`config.mk`:
```
export PLATFORM = sky130hd
export DESIGN_NAME = cnu_msg_gen_flat
export DESIGN_NICKNAME = d
export VERILOG_FILES = /design/src/rtl/cnu_pkg.sv /design/src/rtl/cnu_msg_gen_if.sv /design/src/rtl/cnu_offset_sat.sv /design/src/rtl/cnu_msg_gen.sv /design/src/flat_wrapper.sv
export SDC_FILE = /design/constraint.sdc
export NUM_CORES = 1
export LEC_CHECK = 0
export BUFFER_PORTS_ARGS = -buffer_cell sky130_fd_sc_hd__buf_2
export CORE_ASPECT_RATIO = 0.5
export CORE_UTILIZATION = 54
export CTS_CLUSTER_DIAMETER = 80
export DETAILED_ROUTE_END_ITERATION = 8
export PLACE_DENSITY = 0.81
export SLEW_MARGIN = 5
export SYNTH_ARGS = -nofsm -noshare
export SYNTH_HDL_FRONTEND = slang
export SYNTH_SLANG_ARGS = --single-unit
```
`constraint.sdc`:
```
create_clock -name clk -period 3.41 [get_ports clk]
set_input_delay 0.341 -clock clk [delete_from_list [all_inputs] [get_ports clk]]
set_output_delay 0.341 -clock clk [all_outputs]
set_load 0.05 [all_outputs]
```
`src/rtl/cnu_pkg.sv`:
```
// Shared constants and state type for the check-node message generator.
package cnu_pkg;

    // Default widths and degree used when the generator is instantiated bare.
    localparam int unsigned DATA_W_DEF = 8;
    localparam int unsigned IDX_W_DEF  = 8;
    localparam int unsigned DC_DEF     = 8;

    // IDLE: waiting for a merge-tree result. EMIT: streaming one message per edge.
    typedef enum logic {
        IDLE = 1'b0,
        EMIT = 1'b1
    } cnu_state_t;

endpackage

```
`src/rtl/cnu_msg_gen_if.sv`:
```
// Upstream merge-tree result channel and downstream message channel.
interface cnu_msg_gen_if
    import cnu_pkg::*;
#(
    parameter int unsigned data_w = DATA_W_DEF,
    parameter int unsigned idx_w  = IDX_W_DEF,
    parameter int unsigned DC     = DC_DEF
);

    // Upstream: {min2, min1}, {idx2, idx1}, per-edge sign bits
    logic                  in_valid;
    logic                  in_ready;
    logic [2*data_w-1:0]   min_in;
    logic [2*idx_w-1:0]    idx_in;
    logic [DC-1:0]         sign_in;

    // Downstream: one {sign, magnitude} message per edge
    logic                  out_valid;
    logic                  out_ready;
    logic [data_w:0]       msg_out;
    logic [idx_w-1:0]      edge_out;
    logic                  last_out;

    // Producer of check results / consumer of messages
    modport master (
        output in_valid, min_in, idx_in, sign_in, out_ready,
        input  in_ready, out_valid, msg_out, edge_out, last_out
    );

    // The message generator itself
    modport slave (
        input  in_valid, min_in, idx_in, sign_in, out_ready,
        output in_ready, out_valid, msg_out, edge_out, last_out
    );

endinterface

```
`src/rtl/cnu_offset_sat.sv`:
```
// Offset-min-sum correction: subtract OFFSET from a magnitude, clamping at zero.
module cnu_offset_sat
    import cnu_pkg::*;
#(
    parameter int unsigned data_w = DATA_W_DEF,
    parameter int unsigned OFFSET = 1
) (
    input  logic [data_w-1:0] mag_i,
    output logic [data_w-1:0] mag_o
);

    // An offset at or beyond the magnitude range always clamps to zero.
    localparam bit OFF_HUGE = (longint'(OFFSET) >= (longint'(1) << data_w));
    localparam logic [data_w:0] OFF_X = OFF_HUGE ? '0 : (data_w+1)'(OFFSET);

    logic [data_w:0] diff;

    // Borrow out of the extended subtraction means the result would go negative.
    always_comb begin
        diff = {1'b0, mag_i} - OFF_X;
        if (OFF_HUGE || diff[data_w]) begin
            mag_o = '0;
        end else begin
            mag_o = diff[data_w-1:0];
        end
    end

endmodule

```
`src/rtl/cnu_msg_gen.sv`:
```
// Check-node message generator: expands one min-sum merge result into DC
// check-to-variable messages, one edge per cycle, with offset correction.
module cnu_msg_gen
    import cnu_pkg::*;
#(
    parameter int unsigned data_w = DATA_W_DEF,
    parameter int unsigned idx_w  = IDX_W_DEF,
    parameter int unsigned DC     = DC_DEF,
    parameter int unsigned OFFSET = 1
) (
    input  logic          clk,
    input  logic          rst_n,
    cnu_msg_gen_if.slave  bus
);

    localparam logic [idx_w-1:0] LAST_EDGE = idx_w'(DC - 1);

    cnu_state_t        state_q, state_d;
    logic [idx_w-1:0]  cnt_q, cnt_d;

    logic [data_w-1:0] min1_q, min2_q;
    logic [idx_w-1:0]  idx1_q;
    logic [DC-1:0]     sign_q;
    logic              parity_q;

    logic              out_valid;
    logic              at_last;
    logic              fire;
    logic              capture;

    logic [DC-1:0]     sign_shift;
    logic              sign_bit;
    logic [data_w-1:0] mag_sel;
    logic [data_w-1:0] mag_off;

    // idx2 is carried by the merge tree but has no role in message generation
    logic              unused_idx2;
    assign unused_idx2 = ^bus.idx_in[2*idx_w-1:idx_w];

    assign out_valid = (state_q == EMIT);
    assign at_last   = (cnt_q == LAST_EDGE);
    assign fire      = out_valid & bus.out_ready;

    // Ready when idle, or when the final edge is leaving this cycle (zero-bubble reload)
    assign bus.in_ready = rst_n & (~out_valid | (fire & at_last));

    // State and edge counter registers
    always_ff @(posedge clk or negedge rst_n) begin
        if (!rst_n) begin
            state_q <= IDLE;
            cnt_q   <= '0;
        end else begin
            state_q <= state_d;
            cnt_q   <= cnt_d;
        end
    end

    // Next-state, counter advance and capture decision
    always_comb begin
        state_d = state_q;
        cnt_d   = cnt_q;
        capture = 1'b0;
        case (state_q)
            IDLE: begin
                if (bus.in_valid) begin
                    capture = 1'b1;
                    cnt_d   = '0;
                    state_d = EMIT;
                end
            end
            EMIT: begin
                if (bus.out_ready) begin
                    if (at_last) begin
                        cnt_d = '0;
                        if (bus.in_valid) begin
                            capture = 1'b1;
                        end else begin
                            state_d = IDLE;
                        end
                    end else begin
                        cnt_d = cnt_q + idx_w'(1);
                    end
                end
            end
            default: begin
                state_d = IDLE;
                cnt_d   = '0;
            end
        endcase
    end

    // Captured check result: both minima, min1 edge, signs and their parity
    always_ff @(posedge clk or negedge rst_n) begin
        if (!rst_n) begin
            min1_q   <= '0;
            min2_q   <= '0;
            idx1_q   <= '0;
            sign_q   <= '0;
            parity_q <= 1'b0;
        end else if (capture) begin
            min1_q   <= bus.min_in[data_w-1:0];
            min2_q   <= bus.min_in[2*data_w-1:data_w];
            idx1_q   <= bus.idx_in[idx_w-1:0];
            sign_q   <= bus.sign_in;
            parity_q <= ^bus.sign_in;
        end
    end

    // Per-edge selection: the min1 edge gets min2, all others get min1
    always_comb begin
        sign_shift = sign_q >> cnt_q;
        sign_bit   = sign_shift[0];
        mag_sel    = (cnt_q == idx1_q) ? min2_q : min1_q;
    end

    cnu_offset_sat #(
        .data_w (data_w),
        .OFFSET (OFFSET)
    ) u_offset_sat (
        .mag_i (mag_sel),
        .mag_o (mag_off)
    );

    assign bus.out_valid = out_valid;
    assign bus.msg_out   = out_valid ? {parity_q ^ sign_bit, mag_off} : '0;
    assign bus.edge_out  = out_valid ? cnt_q : '0;
    assign bus.last_out  = out_valid & at_last;

endmodule

```
`src/flat_wrapper.sv`:
```
// flat-port wrapper written by rule: the top's interface ports become plain ports
module cnu_msg_gen_flat import cnu_pkg::*;
#(
    parameter int unsigned data_w = DATA_W_DEF,
    parameter int unsigned idx_w  = IDX_W_DEF,
    parameter int unsigned DC     = DC_DEF,
    parameter int unsigned OFFSET = 1
)
  (clk, rst_n, bus_in_valid, bus_min_in, bus_idx_in, bus_sign_in, bus_out_ready, bus_in_ready, bus_out_valid, bus_msg_out, bus_edge_out, bus_last_out);
  cnu_msg_gen_if #(.data_w(data_w), .idx_w(idx_w), .DC(DC)) bus_i ();
  input  logic clk;
  input  logic rst_n;
  input wire logic [$bits(bus_i.in_valid)-1:0] bus_in_valid;
  input wire logic [$bits(bus_i.min_in)-1:0] bus_min_in;
  input wire logic [$bits(bus_i.idx_in)-1:0] bus_idx_in;
  input wire logic [$bits(bus_i.sign_in)-1:0] bus_sign_in;
  input wire logic [$bits(bus_i.out_ready)-1:0] bus_out_ready;
  output wire logic [$bits(bus_i.in_ready)-1:0] bus_in_ready;
  output wire logic [$bits(bus_i.out_valid)-1:0] bus_out_valid;
  output wire logic [$bits(bus_i.msg_out)-1:0] bus_msg_out;
  output wire logic [$bits(bus_i.edge_out)-1:0] bus_edge_out;
  output wire logic [$bits(bus_i.last_out)-1:0] bus_last_out;
  assign bus_i.in_valid = bus_in_valid;
  assign bus_i.min_in = bus_min_in;
  assign bus_i.idx_in = bus_idx_in;
  assign bus_i.sign_in = bus_sign_in;
  assign bus_i.out_ready = bus_out_ready;
  assign bus_in_ready = bus_i.in_ready;
  assign bus_out_valid = bus_i.out_valid;
  assign bus_msg_out = bus_i.msg_out;
  assign bus_edge_out = bus_i.edge_out;
  assign bus_last_out = bus_i.last_out;
  cnu_msg_gen #(.data_w(data_w), .idx_w(idx_w), .DC(DC), .OFFSET(OFFSET)) u_core (.clk(clk), .rst_n(rst_n), .bus(bus_i));
endmodule
```
==> reports/qor.yml <==
cts:
  cts_buffers: 5
  clk_pin_slew_ns: 0.08
  clock-sinks: 42
  clk_path_buf_depth: 2
  post_cts_buffers: 0
  cts_root_buf: "clkbuf_8"
  cts_hold_buf: 0
  clk_latency_ns: 0.29
  htree_levels: 2
  cts_tree: "done"
die:
  die_width_um: 100.3
  row_count: 17
  initial_core_util: 0.5788
  ioPinCount: 64
  core_mm2: 0.004509
  dieArea_mm2: 0.005132
  die_h_um: 51.16
grt:
  grt_max_degree: 44
  grt_first_pass_wirelength_um: 8859
  grt_pass1_vias: 1819
  antenna_found_initial: 0
  gr-total-overflow: 0
  grt_util_all_layers: 0.2268
timing:
  worst_slew_pin_slew_ns: 0.6010
  drv_slew: 0
  slew-limit-headroom: 0.5994
  min_period_ns: 3.258
  setup_viol: 0
  skew_ns: 0.007783
  hold_violations: 0
  min_period_over_period: 0.9554
  timing.fmax_mhz: 307.0
power:
  power.switching_mw: 1.492
  ir_drop_mv: 0.7185
  comb_power_share: 0.568
  p_per_area_mw_per_mm2: 1060
  pwr-share-clk: 0.146
  switching_share: 0.4455
  finalPower_mw: 3.349
  internal-power_mw: 1.857
  leakage_nw: 1.634
  p_seq_frac: 0.286
synth:
  synthArstFlopShare: 1.000
  synth_top_area_frac: 0.4027
  synth_seq_cells: 42
  synth.largest_area_cell: "dfrtp_1"
  syn_inst: 226
  yosysUniqueCellTypes: 41
  synth_edf_count: 0
  synth_flop_cell: "dfrtp_1"
  synth_warnings: 0
  syn_area_per_cell_um2: 11.55
  yosysSeqAreaShare: 0.4027
  synth.area.top_cells: "dfrtp_1 (40%), mux2_4 (16%), xor2_1 (5.0%)"
  syn_nets: 272
  netlist_area_mm2: 0.002610
worst_setup_path:
  arrival_ns: 2.92
  path_depth: 11
  crit_end: "bus_msg_out[3]"
  cp_cell_sequence: "xor2_1 -> nor4_1 -> nand2_2 -> mux2i_2 -> ha_4 -> inv_1 -> nor4_4 -> a21oi_1 -> mux2i_1 -> nor2b_1 -> buf_2"
  slowest_delay_ns: 0.40
  r2r_start: "u_core.cnt_q[4]"
  crit_family: "simple AND/OR/NAND/NOR gates"
  crit_fanout: 9
  cp-start-kind: "flip-flop"
  path_class: "flip-flop to primary output"
  rr_endpoint: "u_core.min1_q[5]"
  cp_slowest_cell: "dfrtp_1"
  startpoint: "u_core.cnt_q[1]"
  worstPathRequired_ns: 3.07
  r2r_setup_slack_ns: 1.10
  end_kind: "primary output"
  path_buf_inv: 2
  ff2ff_path_depth: 4
outcome:
  status: "complete, no violations"
finish:
  nets: 331
  seqCellArea_mm2: 0.001051
  final_cells: 352
  areaGrowthSynthToFinish_pct: 21.09
  multiInputGateArea_mm2: 0.001531
  fill_cells: 327
  diodes: 0
  drive_gt1_frac: 0.4231
routing:
  drtAntennaViolNets: 0
  drt_iter0_drc: 61
  drt_pass1_iterations: 4
  routedWlPerCell_um: 15.61
  vias_per_cell: 5.355
  wl_um: 5496
  drc: 0
  vias: 1885
hold_path:
  hold_path_class: "input port to asynchronous set/reset pin"
flow_run:
  drv_cap: 0
place:
  place.gp.congestion: 0.8530
  dp_cells: 344
  numPortBuffers: 55
  hpwl_um: 3697
-- worst min-delay path by stage --
stage                                end  cells after the start
floorplan           u_core.bus.out_valid                      0
global placement        u_core.sign_q[5]                      2
detailed placement      u_core.sign_q[5]                      2
CTS                     u_core.sign_q[5]                      2
global route            u_core.sign_q[6]                      2
finish                  u_core.sign_q[5]                      2
-- cell usage in the layout, fill, tap and decap left out, types with 2 or more instances in the layout --
cell type | netlist | routed
inv_1 | 4 | 4
nor3_1 | 3 | 3
nand2_1 | 12 | 11
dfrtp_1 | 42 | 42
nor3b_1 | 5 | 2
mux2i_1 | 9 | 7
o211a_1 | 2 | 2
nor2_1 | 12 | 12
nor3b_2 | 0 | 3
a21o_1 | 2 | 2
nand3_1 | 3 | 3
or3_1 | 3 | 3
mux2_4 | 28 | 28
or4_1 | 2 | 2
nand2b_1 | 5 | 5
o21ai_0 | 4 | 4
mux2i_2 | 0 | 2
and2_1 | 11 | 11
and3_1 | 3 | 3
a22o_1 | 3 | 3
o31ai_1 | 2 | 2
buf_2 | 1 | 54
mux4_2 | 2 | 2
xor2_1 | 15 | 15
clkbuf_8 | 0 | 6
bufinv_16 | 0 | 2
a21oi_1 | 5 | 5
nor2b_1 | 4 | 4
buf_4 | 0 | 8
mux2_2 | 7 | 7
xnor2_1 | 11 | 11
nor4_1 | 3 | 2
-- Yosys cell counts, types with 5 or more instances --
master    number
a21oi_1        5
and2_1        11
clkbuf_1       7
dfrtp_1       42
mux2_2         7
mux2_4        28
mux2i_1        9
nand2_1       12
nand2b_1       5
nor2_1        12
nor3b_1        5
xnor2_1       11
xor2_1        15
-- registers in the layout (all words and copies together) (netlist names) --
name,flops
u_core.bus.out_valid,1
u_core.cnt_q,8
u_core.idx1_q,8
u_core.min1_q,8
u_core.min2_q,8
u_core.parity_q,1
u_core.sign_q,8
-- timing repair --
item	4_1_cts	5_1_grt
pin swaps	0	1
endpoints found under the setup margin	7	7
gates resized for setup	2	8
-- layout make-up --
type,count,share of cell area
clock buffers,6,0.02613
multi-input cells,169,0.4846
well taps,66,0.02613
repair buffers,63,0.1069
flip-flops and latches,42,0.3325
inverters,4,0.004751
clock inverters,2,0.01900
-- power groups by stage --
stage | Combinational, mW | Clock (mW) | Sequential [mW]
floorplan | 1.50 | 0 | 0.885
global placement | 1.79 | 0 | 0.933
detailed placement | 1.83 | 0 | 0.945
CTS | 1.86 | 0.495 | 0.943
global route | 2.03 | 0.519 | 0.983
finish | 1.90 | 0.490 | 0.957
-- stage by stage --
step | instance area, um^2 | util | hold WS (ns) | setup TNS, ns | setup slack, ns
3_5_place_dp | 2973 | 0.6593 | 0.4425 | 0 | 0.1810
2_1_floorplan | 2620 | - | 0.04541 | -0.03962 | -0.03962
5_1_grt | 3161 | 0.7009 | 0.1588 | -0.01498 | -0.01498
3_3_place_gp | 2973 | 0.6593 | 0.4299 | 0 | 0.2935
4_1_cts | 3127 | 0.6934 | 0.1262 | 0 | 0.05356
6_report | 3161 | 0.7009 | 0.1107 | 0 | 0.1522
-- logic make-up after synthesis --
family	share of synthesized area
adders and majority gates	0.009586
and+or+nand+nor	0.1596
AOI/OAI and AO/OA	0.06711
DFF	0.4027
buffers and inverters	0.03068
xor gates and xnor gates	0.08725
muxes	0.2430
-- layer usage --
metal	wire length, um	track usage
met4	30	0.05797
met2	2857	0.3938
met5	0	0
met1	2400	0.2946
met3	208	0.04514
No activity file was read; power rests on OpenSTA's default activity.
